[src/rtl/regfile_dump.sv]
// regfile_dump: freezes the pipeline, sweeps every architectural register
// through one regfile read port and streams (index, value) pairs out over a
// valid/ready channel.
// Build option: REGFILE_DUMP_SKIP_X0_EN starts the sweep at index 1 so x0 is
// never read. Everything else (FSM, ports, last-index compare) is identical.
module regfile_dump #(
  parameter int ADDRESS_WIDTH = 5,
  parameter int DATA_WIDTH    = 32
) (
  input  logic                     clk,
  input  logic                     rst_n,
  input  logic                     start,
  output logic                     stall_req,
  input  logic                     stall_ack,
  output logic [ADDRESS_WIDTH-1:0] rd_addr,
  input  logic [DATA_WIDTH-1:0]    rd_data,
  output logic                     out_valid,
  input  logic                     out_ready,
  output logic [DATA_WIDTH-1:0]    out_data,
  output logic [ADDRESS_WIDTH-1:0] out_index,
  output logic                     busy,
  output logic                     done
);

  // One extra counter bit so the last-index compare never depends on wrap.
  localparam int CW = ADDRESS_WIDTH + 1;
  localparam logic [CW-1:0] LAST = CW'((2 ** ADDRESS_WIDTH) - 1);
`ifdef REGFILE_DUMP_SKIP_X0_EN
  localparam logic [CW-1:0] FIRST = CW'(1);
`else
  localparam logic [CW-1:0] FIRST = CW'(0);
`endif

  typedef enum logic [2:0] {
    S_IDLE,
    S_REQ,
    S_READ,
    S_SEND,
    S_DONE
  } state_t;

  state_t        state, state_nxt;
  logic [CW-1:0] idx, idx_nxt;
  logic          cap;

  // State, index counter and the output word registers.
  always_ff @(posedge clk or negedge rst_n) begin
    if (!rst_n) begin
      state     <= S_IDLE;
      idx       <= '0;
      out_data  <= '0;
      out_index <= '0;
    end else begin
      state <= state_nxt;
      idx   <= idx_nxt;
      if (cap) begin
        out_data  <= rd_data;
        out_index <= idx[ADDRESS_WIDTH-1:0];
      end
    end
  end

  // Next-state, counter update and Moore outputs.
  always_comb begin
    state_nxt = state;
    idx_nxt   = idx;
    cap       = 1'b0;
    stall_req = 1'b0;
    rd_addr   = '0;
    out_valid = 1'b0;
    busy      = 1'b1;
    done      = 1'b0;
    unique case (state)
      S_IDLE: begin
        busy = 1'b0;
        if (start) begin
          idx_nxt   = FIRST;
          state_nxt = S_REQ;
        end
      end
      S_REQ: begin
        stall_req = 1'b1;
        if (stall_ack) state_nxt = S_READ;
      end
      S_READ: begin
        stall_req = 1'b1;
        rd_addr   = idx[ADDRESS_WIDTH-1:0];
        // Losing the ack means the port mux may not be ours; wait it out.
        if (stall_ack) begin
          cap       = 1'b1;
          state_nxt = S_SEND;
        end
      end
      S_SEND: begin
        stall_req = 1'b1;
        out_valid = 1'b1;
        if (out_ready) begin
          if (idx == LAST) begin
            state_nxt = S_DONE;
          end else begin
            idx_nxt   = idx + CW'(1);
            state_nxt = S_READ;
          end
        end
      end
      S_DONE: begin
        done      = 1'b1;
        state_nxt = S_IDLE;
      end
      default: state_nxt = S_IDLE;
    endcase
  end

endmodule

[config.mk]
export PLATFORM = sky130hd
export DESIGN_NAME = regfile_dump
export DESIGN_NICKNAME = d
export VERILOG_FILES = /design/src/rtl/regfile_dump.sv
export SDC_FILE = /design/constraint.sdc
export NUM_CORES = 1
export LEC_CHECK = 0
export BUFFER_PORTS_ARGS = -buffer_cell sky130_fd_sc_hd__buf_2
export CAP_MARGIN = 20
export CELL_PAD_IN_SITES_DETAIL_PLACEMENT = 1
export CELL_PAD_IN_SITES_GLOBAL_PLACEMENT = 1
export CORE_UTILIZATION = 30
export CTS_BUF_LIST = sky130_fd_sc_hd__clkbuf_8
export DETAILED_ROUTE_END_ITERATION = 8
export PLACE_DENSITY_LB_ADDON = 0.1
export RECOVER_POWER = 50
export REMOVE_ABC_BUFFERS = 1
export SETUP_SLACK_MARGIN = 0.4
export SYNTH_ARGS = -nofsm -noshare
export SYNTH_HDL_FRONTEND = slang
export SYNTH_SLANG_ARGS = --single-unit
[constraint.sdc]
create_clock -name clk -period 2.62 [get_ports clk]
set_clock_uncertainty 0.2 [all_clocks]
set_input_delay 0.262 -clock clk [delete_from_list [all_inputs] [get_ports clk]]
set_output_delay 0.262 -clock clk [all_outputs]
set_load 0.005 [all_outputs]
# Word-level counts from Yosys, hierarchy flattened
# Cells that the tools add are included.
# word_totals
inputBits,37
reg_bits,46
output_inout_bits,46
# classes
reduce_logical,5
add_sub_neg,1
mux,17
n_eq_ne,10
# op_table
op,count
two-way mux 6 bit,3
two-way mux 3 bit,5
case mux 3 bit (4 select lines),1
case mux 6 bit (2 select lines),1
!= test 2 bit (second input constant),5
AND reduction 4 bit,2
adder 6 x 1 -> 6 bit (second input constant),1
equality test 3 x 2 -> 1 bit (second input constant),2
equality test 6 x 5 -> 1 bit (second input constant),1
two-way mux 1 bit,6
two-way mux 5 bit,1
equality test 3 x 1 -> 1 bit (second input constant),1
equality test 3 bit (second input constant),1
zero test 3 bit,1
OR reduction 3 bit,1
nonzero test 2 bit,1

# Depth between registers and ports, before layout
# Gate-level depths: netlist (run 1).
# logic_depth
word_depth,4
mapped_depth,6
depth_no_buf,5

# Worst setup path after synthesis (run 1)
# OpenSTA, ideal clock, no wires.
# synth_timing
kind,reg2reg
start,reg state[0]
end,reg out_data[0]
t_required_ns,2.295
stages_incl_launch_ff,7
t_arrival_ns,1.564
setup_slack_ns,0.731
n_path_buf,3
period_less_slack_ns,1.889
cell_sequence,dfrtp_1 > buf_2 > nor3b_2 > and2_1 > buf_4 > buf_4 > mux2_2
# synth_via
elab_chain_cells,2
# synth_rtl
item,line,source
start: declaration,42,"state_t state, state_nxt;"
start signal: assignment,54,state <= state_nxt;
equality test 3 x 2 -> 1 bit,73,unique case (state)
two-way mux 1 bit,73,
end signal: assignment,57,out_data <= rd_data;
end: declaration,19,"output logic [DATA_WIDTH-1:0] out_data,"
# No other way between the ends.
# A chain may end at the register's enable or synchronous reset.

# Final worst setup path (run 1)
# layout_timing
start,reg state[1]
end,reg out_data[19]
# Same word-level chain as after synthesis.

==> results of run 1 <==
## cells in the mapped netlist (all sizes together) (2+ instances only)
cell type,number,share of area
nor3b,2,0.016
buf,7,0.026
a21oi,2,0.0050
xnor2,3,0.013
o31ai,2,0.0075
dfrtp,46,0.57
mux2i,3,0.015
a22o,2,0.0087
and2,7,0.022
mux2,38,0.21
nor2,3,0.0056
nand2,5,0.0094
nand4,3,0.0094
## cell usage in the layout (no fill, tap or decap), drive strengths merged
cell / instances
a211oi: 1
nand4: 3
mux2i: 3
o31ai: 2
or4b: 1
and4: 1
and2: 7
clkbuf: 25
dfrtp: 46
mux2: 38
o22ai: 1
a22o: 2
a32o: 1
nand3b: 1
xnor2: 3
dlygate4sd3: 20
or3: 1
nor2b: 1
nand3: 1
buf: 67
o21a: 1
a221o: 1
clkinv: 2
nand2: 5
a21oi: 2
nor2: 3
ha: 1
o211a: 1
or2: 1
nor3b: 2
nor4b: 1
o2bb2ai: 1
inv: 1
## report_power, final
part | internal, mW | switching [mW]
Clock | 0.242 | 0.244
Combinational | 0.570 | 0.413
Sequential | 1.01 | 0.199
Total | 1.82 | 0.856
## path summary, 6_finish.rpt
kind	startpoint	to	depth (start not counted)
worst min-delay path	rd_data[20]	out_data[20]$_DFFE_PN0P_	2
min in group asynchronous	rst_n	out_data[4]$_DFFE_PN0P_	2
worst max register to register	state[1]$_DFFE_PN0P_	out_data[19]$_DFFE_PN0P_	4
worst max-delay path	state[1]$_DFFE_PN0P_	out_data[19]$_DFFE_PN0P_	4
max in group asynchronous	rst_n	out_data[19]$_DFFE_PN0P_	3
worst min register to register	out_data[22]$_DFFE_PN0P_	out_data[22]$_DFFE_PN0P_	1
## layout make-up
type	instances	area [sq um]
clock inverter	1	8.76
sequential	46	1150
clock buffer	7	96.3
tap	77	96.3
timing repair buffer	105	609
inverter	2	7.51
fill	706	3620
multi-input combinational	86	793
## flip-flops by register name, indices dropped and copies added (netlist names)
| name | flops |
|---|---|
| idx | 6 |
| out_data | 32 |
| out_index | 5 |
| state | 3 |
## logic make-up (layout without fill, tap and decap cells)
kind of cell	count (synthesis)	count (layout)	synth area share
xor+xnor	3	3	0.0131
fa+ha+maj	1	1	0.00624
compound gates	13	13	0.0512
buf+inv	10	115	0.0312
flops	46	46	0.574
mux	41	41	0.228
simple gates	28	28	0.0961
## timing repair
action	CTS	global route
hold endpoints to repair	41	2
hold buffers	18	2
setup endpoints to repair	0	0
## layer usage
layer | vias up | global-route usage | part of all wire | wire length [um]
li1 | 712 | - | - | -
met1 | 767 | 0.186 | 0.42 | 2070
met2 | 50 | 0.258 | 0.52 | 2570
met3 | 6 | 0.0366 | 0.053 | 265
met4 | 0 | 0.0385 | 0.012 | 61
met5 | - | 0 | 0 | 0
==> metrics.md, run 1 <==
| Metric | Value |
|---|---|
| Number of enable flip-flop cells after synthesis | `0` |
| Number of failing hold endpoints at the final stage | `0` |
| Total half-perimeter wirelength after legalization and detailed placement | `3620 um` |
| Setup repair after global routing missed its margin | `no` |
| Critical path startpoint category | `flop` |
| Vertical extent of the die | `83.8 um` |
| Share of synthesized registers carrying an async set or reset | `1.00` |
| Finished layout cell area | `0.00276 sq mm` |
| Critical path buffer and inverter count | `1` |
| Weighted congestion reported at the end of routability-driven placement | `0.773` |
| Maximum number of pins on one net before global-route repair | `26` |
| Type of the worst min-delay path | `in2reg` |
| Final critical-path required period | `2080 ps` |
| Worst Path Class, Setup | `reg2reg` |
| Worst path top cell family by delay | `simple AND/OR/NAND/NOR gates` |
| Core Box Area | `0.00639 sq mm` |
| Net count of the finished layout | `284` |
| Global routing usage summed across all routing layers | `0.149` |
| Setup fix buffers added after clock tree synthesis | `0` |
| Site row count | `29` |
| Clk Tree Root Cell | `clkbuf_8` |
| Slew margin rel. | `0.0771` |
| Routed vias | `1535` |
| Mean instance size in the synthesized netlist | `14.1 sq um` |
| Tightest Pin Transition | `1380 ps` |
| Number of antenna diodes | `0` |
| Total number of yosys warnings | `0` |
| Maximum buffer depth of the clock tree | `2` |
| Wire length of the first global-routing pass | `8310 um` |
| Final cell count without fillers | `324` |
| Placed inst area | `0.00248 sq mm` |
| First-pass iteration count of the detailed router | `3` |
| Number of maximum-capacitance violations | `0` |
| Period utilisation layout | `0.793` |
| Number of clock sinks | `46` |
| End-of-flow core utilization | `0.433` |
| Worst IR drop on VDD | `0.359 mV` |
| Crit path largest cell delay | `530 ps` |
| Status | `finished, final reports clean` |
| Top FF cell, synth | `dfrtp_1` |
| Cell Chain, Critical Path | `nor3b_2 -> and2_2 -> buf_4 -> mux2_2` |
| Final routed wirelength across all metal layers | `4960 um` |
| TritonCTS buffer count | `5` |
| Overflow after GRT | `0` |
| Final worst hold slack | `4.72 ps` |
| Worst R2R Setup Slack | `540 ps` |
| Final Power | `2.68 mW` |
| Biggest fanout along the worst timing path | `21` |
| Leak pwr | `1.29 nW` |
| Clock-pin transition on the worst setup and hold timing paths | `90 ps` |
| Final-report setup violation count | `0` |
| Horizontal die dimension | `83.8 um` |
| Growth of design area from synthesis to finish | `37.7%` |
| Starting Density | `0.314` |
| Standard cell with the maximum stage delay on the critical path | `dfrtp_1` |
| Part of the Yosys area used for sequential elements | `0.574` |
| Post-route setup TNS | `0 ps` |
| Drc violations | `0` |
| TritonCTS clock tree | `done` |
| Wire length per cell | `15.3 um` |
| Via count normalized by instance count | `4.74` |
| Count of mapped cells out of synthesis | `142` |
| Final critical-path setup slack | `541 ps` |
| Final number of max-transition violations | `0` |
| CTS-repair resized insts | `0` |
| Detailed Route Iter0 Violations | `17` |
| Upper clock frequency limit | `481 MHz` |
| Cell count after placement | `296` |
| H-Tree Depth | `2` |
| Vias in the first global route | `1720` |
| Post-synth design cell area | `0.00201 sq mm` |
| Pre-CTS setup slack | `550 ps` |
| Fraction of layout cells with a size suffix above 1 | `0.478` |
| Arrival time at the worst endpoint | `2050 ps` |
| Total power density per cell area | `969 mW/mm^2` |
| Req. time, crit path | `2600 ps` |
| Later-pin clock latency in the skew report | `290 ps` |
| Antenna violations before repair | `0` |
| Distinct cells, synth | `35` |
| Die Footprint | `0.00702 sq mm` |
| Kind of capture point of the worst setup path | `flop` |
| Number of synthesized register bits | `46` |
| I/O pin count | `83` |
| Number of buffers added on ports | `82` |
| Post-route antenna net violation count | `0` |
Power figures use the tool's default switching activity.
==> run 2, diff against run 1 <==
Settings changed: ABC_AREA set to 1.
Clock period 2.62 ns to 1.78 ns, I/O delays scaled along.
==> run 2 against run 1 <==
  * Critical path depth grew 1
  * Worst hold slack gained 52 ps
  * First-iteration DRC count grew 65%
  * Wire length grew 19%
  * Synthesized area grew 5.9%
  * Combinational power grew 150%
  * Setup slack lost 420 ps
  * Synthesized cell count grew 23%
  * Non-clock buffer count grew 27
  * Global-route usage grew 1.8 points
  * Critical path type unchanged
  * Highest routed layer unchanged
==> metrics.md, run 2 <==
| Metric | Value |
|---|---|
| Number of enable flip-flop cells after synthesis | `0` |
| Maximum buffer depth of the clock tree | `2` |
| Tightest Pin Transition | `659 ps` |
| Finished layout cell area | `0.00328 sq mm` |
| Leading cell type by number of instances after synthesis | `dfrtp_1` |
| Top FF cell, synth | `dfrtp_1` |
| Worst R2R Setup Slack | `120 ps` |
| Critical path startpoint category | `flop` |
| Worst Path Class, Setup | `reg2reg` |
| Cell type contributing the most total cell area after synthesis | `dfrtp_1` |
| I/O pin count | `83` |
| Weighted congestion reported at the end of routability-driven placement | `0.735` |
| Later-pin clock latency in the skew report | `290 ps` |
| Number of antenna diodes | `0` |
| Distinct cells, synth | `23` |
| Upper clock frequency limit | `602 MHz` |
| Most used cells in the layout excluding fill and tap cells | `buf_2 (69), dfrtp_1 (44), nand2_1 (36), dlygate4sd3_1 (33), mux2_4 (30)` |
| Largest registers | `out_data x32, idx x6, out_index x5` |
| Standard cell with the maximum stage delay on the critical path | `dfrtp_2` |
| Type of the worst min-delay path | `in2reg` |
| Critical path buffer and inverter count | `2` |
| Cell Chain, Critical Path | `nor2_4 -> buf_4 -> nand3_4 -> buf_12 -> mux2_4` |
| Arrival time at the worst endpoint | `1650 ps` |
| Wire length per cell | `14.4 um` |
| TritonCTS buffer count | `5` |
| Number of failing hold endpoints at the final stage | `0` |
| Final critical-path required period | `1660 ps` |
| Grt met2 use | `0.303` |
| Layer with the highest usage | `met2` |
| Wire length of the first global-routing pass | `9400 um` |
| Pre-CTS setup slack | `120 ps` |
| FF-to-FF path depth | `5` |
| Leak pwr | `1.65 nW` |
| End point of the critical path | `out_data[31]$_DFFE_PN0P_` |
| Total of fill cells in the finished design | `787` |
| Number of synthesized register bits | `46` |
| Horizontal die dimension | `86.2 um` |
| Die Footprint | `0.00742 sq mm` |
| Area of combinational cells with multiple inputs | `946 sq um` |
| Part of the Yosys area used for sequential elements | `0.542` |
| Vias in the first global route | `1828` |
| Final-report setup violation count | `0` |
| Most common cell after layout, fill and taps aside | `buf_2` |
| Placed inst area | `0.00267 sq mm` |
| Instance count on the critical path | `5` |
| Crit path largest cell delay | `430 ps` |
| Global routing usage summed across all routing layers | `0.167` |
| Worst reg2reg startpoint | `state[2]$_DFFE_PN0P_` |
| Net count of the finished layout | `348` |
| Clock-pin transition on the worst setup and hold timing paths | `90 ps` |
| Leading cell types by total area after synthesis | `dfrtp_1 (54%), mux2_4 (21%), nand2_1 (6.7%), nor2_1 (3.0%), inv_1 (1.9%)` |
| Drc violations | `0` |
| H-Tree Depth | `2` |
| Overflow after GRT | `0` |
| Vertical extent of the die | `86.2 um` |
| Post-route antenna net violation count | `0` |
| Final critical-path setup slack | `118 ps` |
| Number of maximum-capacitance violations | `0` |
| Count of mapped cells out of synthesis | `175` |
| Clk Tree Root Cell | `clkbuf_8` |
| TritonCTS clock tree | `done` |
| Maximum number of pins on one net before global-route repair | `47` |
| Setup repair after global routing missed its margin | `yes` |
| Starting Density | `0.311` |
| Detailed Route Iter0 Violations | `28` |
| Share of synthesized registers carrying an async set or reset | `1.00` |
| Final number of max-transition violations | `0` |
| Mean instance size in the synthesized netlist | `12.1 sq um` |
| Fraction of synthesized cell area taken by the top area cell type | `0.542` |
| Global routing usage on met1 | `0.201` |
| End-of-flow core utilization | `0.480` |
| Slew margin rel. | `0.560` |
| Via count normalized by instance count | `4.30` |
| Antenna violations before repair | `0` |
| Period utilisation layout | `0.934` |
| Core Box Area | `0.00683 sq mm` |
| Req. time, crit path | `1760 ps` |
| Number of buffers added on ports | `82` |
| Final Power | `4.83 mW` |
| Max FFs per register | `32` |
| Timing startpoint of the critical path | `state[2]$_DFFE_PN0P_` |
| Number of clock sinks | `46` |
| Growth of design area from synthesis to finish | `54.4%` |
| Most common library cells after synthesis | `dfrtp_1 (46), nand2_1 (38), mux2_4 (30)` |
| Post-synth design cell area | `0.00212 sq mm` |
| Status | `finished, final reports clean` |
| Final routed wirelength across all metal layers | `5880 um` |
| Register cell area after layout | `0.00115 sq mm` |
| Total number of yosys warnings | `0` |
| Routed vias | `1749` |
| Met3 Resource Use GR | `0.0327` |
| Site row count | `30` |
| Total half-perimeter wirelength after legalization and detailed placement | `3550 um` |
| Biggest fanout along the worst timing path | `13` |
| Register bank with the most flops | `out_data` |
| Total power density per cell area | `1470 mW/mm^2` |
| First-pass iteration count of the detailed router | `4` |
| Worst path top cell family by delay | `flip-flops` |
| Fraction of layout cells with a size suffix above 1 | `0.473` |
| Worst IR drop on VDD | `0.490 mV` |
| Kind of capture point of the worst setup path | `flop` |
| Worst reg2reg path endpoint | `out_data[31]$_DFFE_PN0P_` |
==> run 2: stage by stage <==
stage          hold WS (ps)  cells  TNS [ps]
2_1_floorplan          -318    171     -1210
3_3_place_gp          -8.61    352         0
3_5_place_dp          -15.2    352         0
4_1_cts                47.9    406         0
5_1_grt                54.3    407         0
6_report               56.7    407         0
==> run 2: how the worst min path moves through the flow <==
stage,from,to,slack (ps),depth (start not counted)
2_1_floorplan,rst_n,idx[0]$_DFFE_PN0P_,-320,0
3_3_place_gp,rst_n,out_data[21]$_DFFE_PN0P_,-9,2
3_5_place_dp,rst_n,out_data[21]$_DFFE_PN0P_,-20,2
4_1_cts,out_ready,state[1]$_DFFE_PN0P_,50,6
5_1_grt,stall_ack,state[1]$_DFFE_PN0P_,50,3
6_report,out_ready,state[1]$_DFFE_PN0P_,60,6
==> run 2: logic make-up after synthesis <==
family	count (synthesis)	synth area share
and+or+nand+nor	66	0.141
DFF	46	0.542
muxes	32	0.223
buffers and inverters	16	0.0389
AOI/OAI and AO/OA	11	0.0371
xor gates and xnor gates	3	0.0124
adders and majority gates	1	0.00589
==> run 2: power breakdown <==
group | internal (mW) | switching, mW
registers | 1.48 | 0.263
clock network | 0.276 | 0.368
logic | 1.37 | 1.07
==> run 2: what timing repair did <==
item,CTS,global route
hold buffers,33,0
gates cloned,2,0
hold endpoints to repair,78,0
setup endpoints to repair,55,55
pin swaps,3,2
setup buffers,11,1
gates resized for setup,21,4
==> run 2: final cells by class <==
class                   instances  area share
repair buffers                132       0.282
multi-input cells             113       0.288
clock inverters                 3     0.00649
well taps                      96      0.0366
flip-flops and latches         46       0.352
clock buffers                   5      0.0210
inverters                      12      0.0137
==> run 2: worst register-to-register path, cell delays in order (launching register included) <==
cell and delay, ps:
dfrtp_2 430, nor2_4 130, buf_4 130, nand3_4 140
buf_12 210, mux2_4 310
==> run 2: metal layers <==
layer | vias up | routed length (um)
met3 | 2 | 220
met5 | - | 0
met4 | 0 | 27
li1 | 836 | -
met2 | 44 | 3080
met1 | 867 | 2550
